[src/rtl/spmv_result_writer.sv]
// Streams a captured SpMV result vector into an M10K write port, one element per
// accepted write, with back-pressure from i_wr_ready and a one-cycle done pulse.
module spmv_result_writer #(
    parameter int N_ELEM    = 16,
    parameter int DATA_W    = 16,
    parameter int ADDR_W    = 10,
    parameter int BASE_ADDR = 0
) (
    input  logic                     i_clk,
    input  logic                     i_rstn,
    input  logic                     i_start,
    input  logic [N_ELEM*DATA_W-1:0] i_result_vec,
    input  logic                     i_wr_ready,
    output logic [ADDR_W-1:0]        o_write_addr,
    output logic [DATA_W-1:0]        o_write_data,
    output logic                     o_write_en,
    output logic                     o_busy,
    output logic                     o_done
);

    localparam int                IDX_W    = $clog2(N_ELEM) + 1;
    localparam int                VEC_W    = N_ELEM * DATA_W;
    localparam logic [IDX_W-1:0]  LAST_IDX = IDX_W'(N_ELEM - 1);
    localparam logic [ADDR_W-1:0] BASE_A   = ADDR_W'(BASE_ADDR);

    typedef enum logic [1:0] {
        S_IDLE,
        S_LOAD,
        S_WRITE,
        S_DONE
    } state_t;

    state_t              r_state;
    state_t              w_next_state;
    logic [IDX_W-1:0]    r_idx;
    logic [VEC_W-1:0]    r_shadow;
    logic [VEC_W-1:0]    w_shadow_shift;
    logic [ADDR_W-1:0]   r_write_addr;
    logic [DATA_W-1:0]   r_write_data;
    logic                r_write_en;
    logic                r_busy;
    logic                r_done;
    logic                w_accept;
    logic                w_last;

    assign w_accept       = r_write_en && i_wr_ready;
    assign w_last         = (r_idx == LAST_IDX);
    // Element idx always sits in the low slice; the next one is one shift away.
    assign w_shadow_shift = r_shadow >> DATA_W;

    assign o_write_addr = r_write_addr;
    assign o_write_data = r_write_data;
    assign o_write_en   = r_write_en;
    assign o_busy       = r_busy;
    assign o_done       = r_done;

    always_ff @(posedge i_clk or negedge i_rstn) begin
        if (!i_rstn) begin
            r_state <= S_IDLE;
        end else begin
            r_state <= w_next_state;
        end
    end

    always_comb begin
        w_next_state = r_state;
        case (r_state)
            S_IDLE:  if (i_start) w_next_state = S_LOAD;
            S_LOAD:  w_next_state = S_WRITE;
            S_WRITE: if (w_accept && w_last) w_next_state = S_DONE;
            S_DONE:  w_next_state = S_IDLE;
            default: w_next_state = S_IDLE;
        endcase
    end

    // The first WRITE cycle primes the output registers (write enable still low),
    // so the first request appears one cycle after the shadow is captured.
    always_ff @(posedge i_clk or negedge i_rstn) begin
        if (!i_rstn) begin
            r_idx        <= '0;
            r_shadow     <= '0;
            r_write_addr <= '0;
            r_write_data <= '0;
            r_write_en   <= 1'b0;
            r_busy       <= 1'b0;
            r_done       <= 1'b0;
        end else begin
            r_busy <= (w_next_state == S_LOAD) || (w_next_state == S_WRITE);
            r_done <= (w_next_state == S_DONE);
            case (r_state)
                S_LOAD: begin
                    r_shadow <= i_result_vec;
                    r_idx    <= '0;
                end
                S_WRITE: begin
                    if (!r_write_en) begin
                        r_write_en   <= 1'b1;
                        r_write_addr <= BASE_A;
                        r_write_data <= r_shadow[DATA_W-1:0];
                    end else if (i_wr_ready) begin
                        if (w_last) begin
                            r_write_en <= 1'b0;
                        end else begin
                            r_idx        <= r_idx + IDX_W'(1);
                            r_write_addr <= r_write_addr + ADDR_W'(1);
                            r_write_data <= w_shadow_shift[DATA_W-1:0];
                            r_shadow     <= w_shadow_shift;
                        end
                    end
                end
                default: ;
            endcase
        end
    end

endmodule

[config.mk]
export PLATFORM = sky130hd
export DESIGN_NAME = spmv_result_writer
export DESIGN_NICKNAME = d
export VERILOG_FILES = /design/src/rtl/spmv_result_writer.sv
export SDC_FILE = /design/constraint.sdc
export NUM_CORES = 1
export LEC_CHECK = 0
export CORE_UTILIZATION = 69
export DETAILED_ROUTE_END_ITERATION = 12
export DONT_BUFFER_PORTS = 1
export GPL_ROUTABILITY_DRIVEN = 0
export PLACE_DENSITY_LB_ADDON = 0.15
export RECOVER_POWER = 25
export SLEW_MARGIN = 20
export SYNTH_ARGS = -nofsm -noshare
export SYNTH_HDL_FRONTEND = slang
export SYNTH_SLANG_ARGS = --single-unit
[constraint.sdc]
create_clock -name i_clk -period 6 [get_ports i_clk]
set_input_delay 1.8 -clock i_clk [delete_from_list [all_inputs] [get_ports i_clk]]
set_output_delay 1.8 -clock i_clk [all_outputs]
set_load 0.1 [all_outputs]
==> summary.txt <==
STA
--------------------------------------------------------------------------------
Final clock period utilization by the worst path ..................       61.06%
RSZ-0062 raised after global routing ..............................        false
Worst hold slack after final layout ...............................    0.4769 ns
Slew @ Worst Pin ..................................................     1.049 ns
Total setup violations reported at the end of the flow ............            0
Min Clock Period, post-route ......................................     3.664 ns
Setup TNS .........................................................         0 ns
Highest Clock Rate ................................................    273.0 MHz
Final hold violation count ........................................            0
Slew HR ...........................................................       30.07%
Clock skew ........................................................  0.007163 ns
Number of pins with negative max-slew slack in the final report ...            0

FINAL LAYOUT
--------------------------------------------------------------------------------
Cell area after layout ............................................    14220 um2
Most frequent cells in the layout ................................. sky130_fd_sc_hd__dfrtp_1, sky130_fd_sc_hd__nand2_1, sky130_fd_sc_hd__mux2i_1, sky130_fd_sc_hd__o21ai_0, sky130_fd_sc_hd__o21ai_1
Most common cell after layout, fill and taps aside ................ sky130_fd_sc_hd__dfrtp_1
Nets ..............................................................         1461
Area growth from synthesis to layout ..............................       5.790%
Ant diodes ........................................................            0
Share of cells above drive strength 1 .............................       4.774%
Fraction of the core area covered by cells at the end of the flow .       75.26%

WORST SETUP PATH
--------------------------------------------------------------------------------
Critical Path Source ..............................................   r_state[0]
Classification of the worst setup path ............................ flip-flop to flip-flop
R2R Path Start ....................................................   r_state[0]
Highest fanout seen on the critical path ..........................          149
Worst EP arrival ..................................................      4.07 ns
Startpoint type of the worst setup path ...........................    flip-flop
Critical path capture point type ..................................    flip-flop
Required time reported for the critical path endpoint .............      6.41 ns

PLACEMENT
--------------------------------------------------------------------------------
Post-place instance area ..........................................    13250 um2
Half-perimeter wire length of the detailed placement result .......     19520 um
PortBufs ..........................................................            0

CLOCK TREE
--------------------------------------------------------------------------------
Num CTS Buffers ...................................................           30
Hold-fix buffer count after cts ...................................            0
Clock Latency Late Sink ...........................................      0.54 ns
Number of sinks handled by clock tree synthesis ...................          292
H-tree level count ................................................            1
Buffers inserted during post-CTS setup optimization ...............            0
CTS Root Buffer Type .............................................. sky130_fd_sc_hd__clkbuf_16
CTS tree ..........................................................        built
Worst-path clk slew ...............................................      0.06 ns
Maximum clock path buffer count ...................................            3
Number of resized instances in the post-cts repair step ...........            0

SYNTH
--------------------------------------------------------------------------------
Synthesized area per cell .........................................    10.77 um2
Cell types occupying the most area after synthesis ................ sky130_fd_sc_hd__dfrtp_1, sky130_fd_sc_hd__mux2i_1, sky130_fd_sc_hd__nand2_1
Unique cell type count in the Yosys netlist .......................           33
Total of flip-flops plus latches after synthesis ..................          292
Post-synthesis cell count .........................................         1248
Number of synthesis warnings ......................................            0
Number of nets produced by synthesis ..............................         1515
Cell Area, Synth ..................................................    13440 um2
Part of the Yosys area used for sequential elements ...............       54.36%
Leading area contributor after synthesis .......................... sky130_fd_sc_hd__dfrtp_1
Share of Yosys cell area claimed by the top area cell type ........       54.36%

DETAILED ROUTING
--------------------------------------------------------------------------------
Remaining antenna violation count .................................            0
DR vias ...........................................................         8661
Number of detailed-routing iterations run before antenna repair ...            5
Detailed router's first-iteration violation count .................          519
Via-to-Cell Ratio .................................................        5.872
Total Wirelength ..................................................     28800 um
Per-cell routed wire length .......................................     19.53 um
Residual DRC count ................................................            0

GLOBAL ROUTING
--------------------------------------------------------------------------------
Remaining global-route overflow ...................................            0
Maximum number of pins on one net before global-route repair ......          293
First-pass GRT wire length ........................................     45830 um
Global Route Usage Sum ............................................       29.43%
Antenna violations before repair ..................................            0
Number of global-route vias before repair .........................         8755

POWER
--------------------------------------------------------------------------------
Total power density per cell area ................................. 617.3 nW/um2
Worst supply voltage drop on vdd ..................................  0.0007348 V
Total leakage power ...............................................  0.006730 uW

HOLD PATH
--------------------------------------------------------------------------------
Hold Path Class ................................................... flip-flop to flip-flop
Hold path startpoint .............................................. r_shadow[185]

DIE
--------------------------------------------------------------------------------
Starting density of the core ......................................       71.15%
Area of the core ..................................................    18890 um2
Floorplan die width ...............................................     141.6 um
Floorplan die height ..............................................     141.6 um
Standard-cell rows ................................................           50
Die Outline Area ..................................................    20040 um2
I/O pin total .....................................................          289

RUN STATUS
--------------------------------------------------------------------------------
Result of the run ................................................. complete, no violations

RUN
--------------------------------------------------------------------------------
Max-capacitance violation count ...................................            0

## power breakdown
group / internal [uW] / switching [uW]
sequential: 2860 / 1150
combinational: 1270 / 1680
clock: 1090 / 736
total: 5210 / 3560
## Yosys cell counts
library cell and n:
sky130_fd_sc_hd__a2111oi_2 2, sky130_fd_sc_hd__a211oi_1 2, sky130_fd_sc_hd__a21o_1 1, sky130_fd_sc_hd__a21oi_1 6
sky130_fd_sc_hd__a22o_1 17, sky130_fd_sc_hd__and2b_1 1, sky130_fd_sc_hd__and3_1 1, sky130_fd_sc_hd__and4b_1 2
sky130_fd_sc_hd__buf_2 28, sky130_fd_sc_hd__buf_6 33, sky130_fd_sc_hd__clkbuf_1 20, sky130_fd_sc_hd__clkbuf_2 12
sky130_fd_sc_hd__dfrtp_1 292, sky130_fd_sc_hd__ha_1 7, sky130_fd_sc_hd__inv_1 7, sky130_fd_sc_hd__mux2_2 1
sky130_fd_sc_hd__mux2i_1 256, sky130_fd_sc_hd__nand2_1 264, sky130_fd_sc_hd__nand2b_2 1, sky130_fd_sc_hd__nand3_1 3
sky130_fd_sc_hd__nand3b_1 1, sky130_fd_sc_hd__nand4_1 3, sky130_fd_sc_hd__nand4b_1 1, sky130_fd_sc_hd__nor2_1 9
sky130_fd_sc_hd__nor2_8 1, sky130_fd_sc_hd__nor2b_1 2, sky130_fd_sc_hd__o21ai_0 147, sky130_fd_sc_hd__o21ai_1 114
sky130_fd_sc_hd__o31ai_1 3, sky130_fd_sc_hd__or3_1 1, sky130_fd_sc_hd__or4_1 3, sky130_fd_sc_hd__xnor2_1 5
sky130_fd_sc_hd__xor2_1 2
## stage by stage
step           total power, uW  worst slack [ns]  cells
3_5_place_dp              7001             2.233   1422
2_1_floorplan             6542             3.145   1248
6_report                  8778             2.336   1475
4_1_cts                   8841             2.473   1475
3_3_place_gp              6855             2.261   1422
5_1_grt                   9382             2.148   1475
## cells by family (layout without fill, tap and decap cells)
family                     Yosys count  count (layout)  synth area share [%]
buffers and inverters              100              67                 5.008
DFF                                292             292                 54.36
AOI/OAI and AO/OA                  292             292                 11.61
muxes                              257             257                 19.15
xor gates and xnor gates             7               7                0.4561
adders and majority gates            7               7                0.6516
and+or+nand+nor                    293             293                 8.769
## state kept, by name, summed over array words and instances (netlist names)
signal,flops
o_write_data,16
r_idx,5
o_write_addr,10
r_state,2
r_shadow,256
o_write_en,1
o_done,1
o_busy,1
## routing by layer
| layer | GRT usage (%) | up-vias | share of wire, % |
|---|---|---|---|
| li1 | - | 4208 | - |
| met1 | 37.40 | 4103 | 40 |
| met2 | 47.63 | 290 | 47 |
| met3 | 8.977 | 60 | 9.5 |
| met4 | 11.38 | 0 | 3.6 |
| met5 | 0 | - | 0 |
## worst max-delay path, stage by stage, from the launching register on
cell	delay (ns)
sky130_fd_sc_hd__dfrtp_1	0.38
sky130_fd_sc_hd__inv_1	0.16
sky130_fd_sc_hd__ha_4	0.64
sky130_fd_sc_hd__buf_12	0.78
sky130_fd_sc_hd__buf_4	0.92
sky130_fd_sc_hd__mux2i_1	0.34
sky130_fd_sc_hd__o21ai_1	0.09
## final cells by class
type                    count  area, um2
inverters                   7      26.28
clock inverters             7      87.58
repair buffers              7      115.1
flip-flops and latches    292       7308
fillers                  1341       4673
well taps                 260      325.3
clock buffers              46      882.1
multi-input cells         856       5475
## final timing paths
check | end | slack (ns) | cells after the start
worst max-delay path | r_shadow[108] | 2.34 | 6
worst min-delay path | r_shadow[185] | 0.48 | 2
worst max register to register | r_shadow[108] | 2.34 | 6
worst min register to register | r_shadow[185] | 0.48 | 2
max in group asynchronous | o_write_en | 4.67 | 0
min in group asynchronous | o_write_data[14] | 0.95 | 0
(Power assumes the default switching activity.)
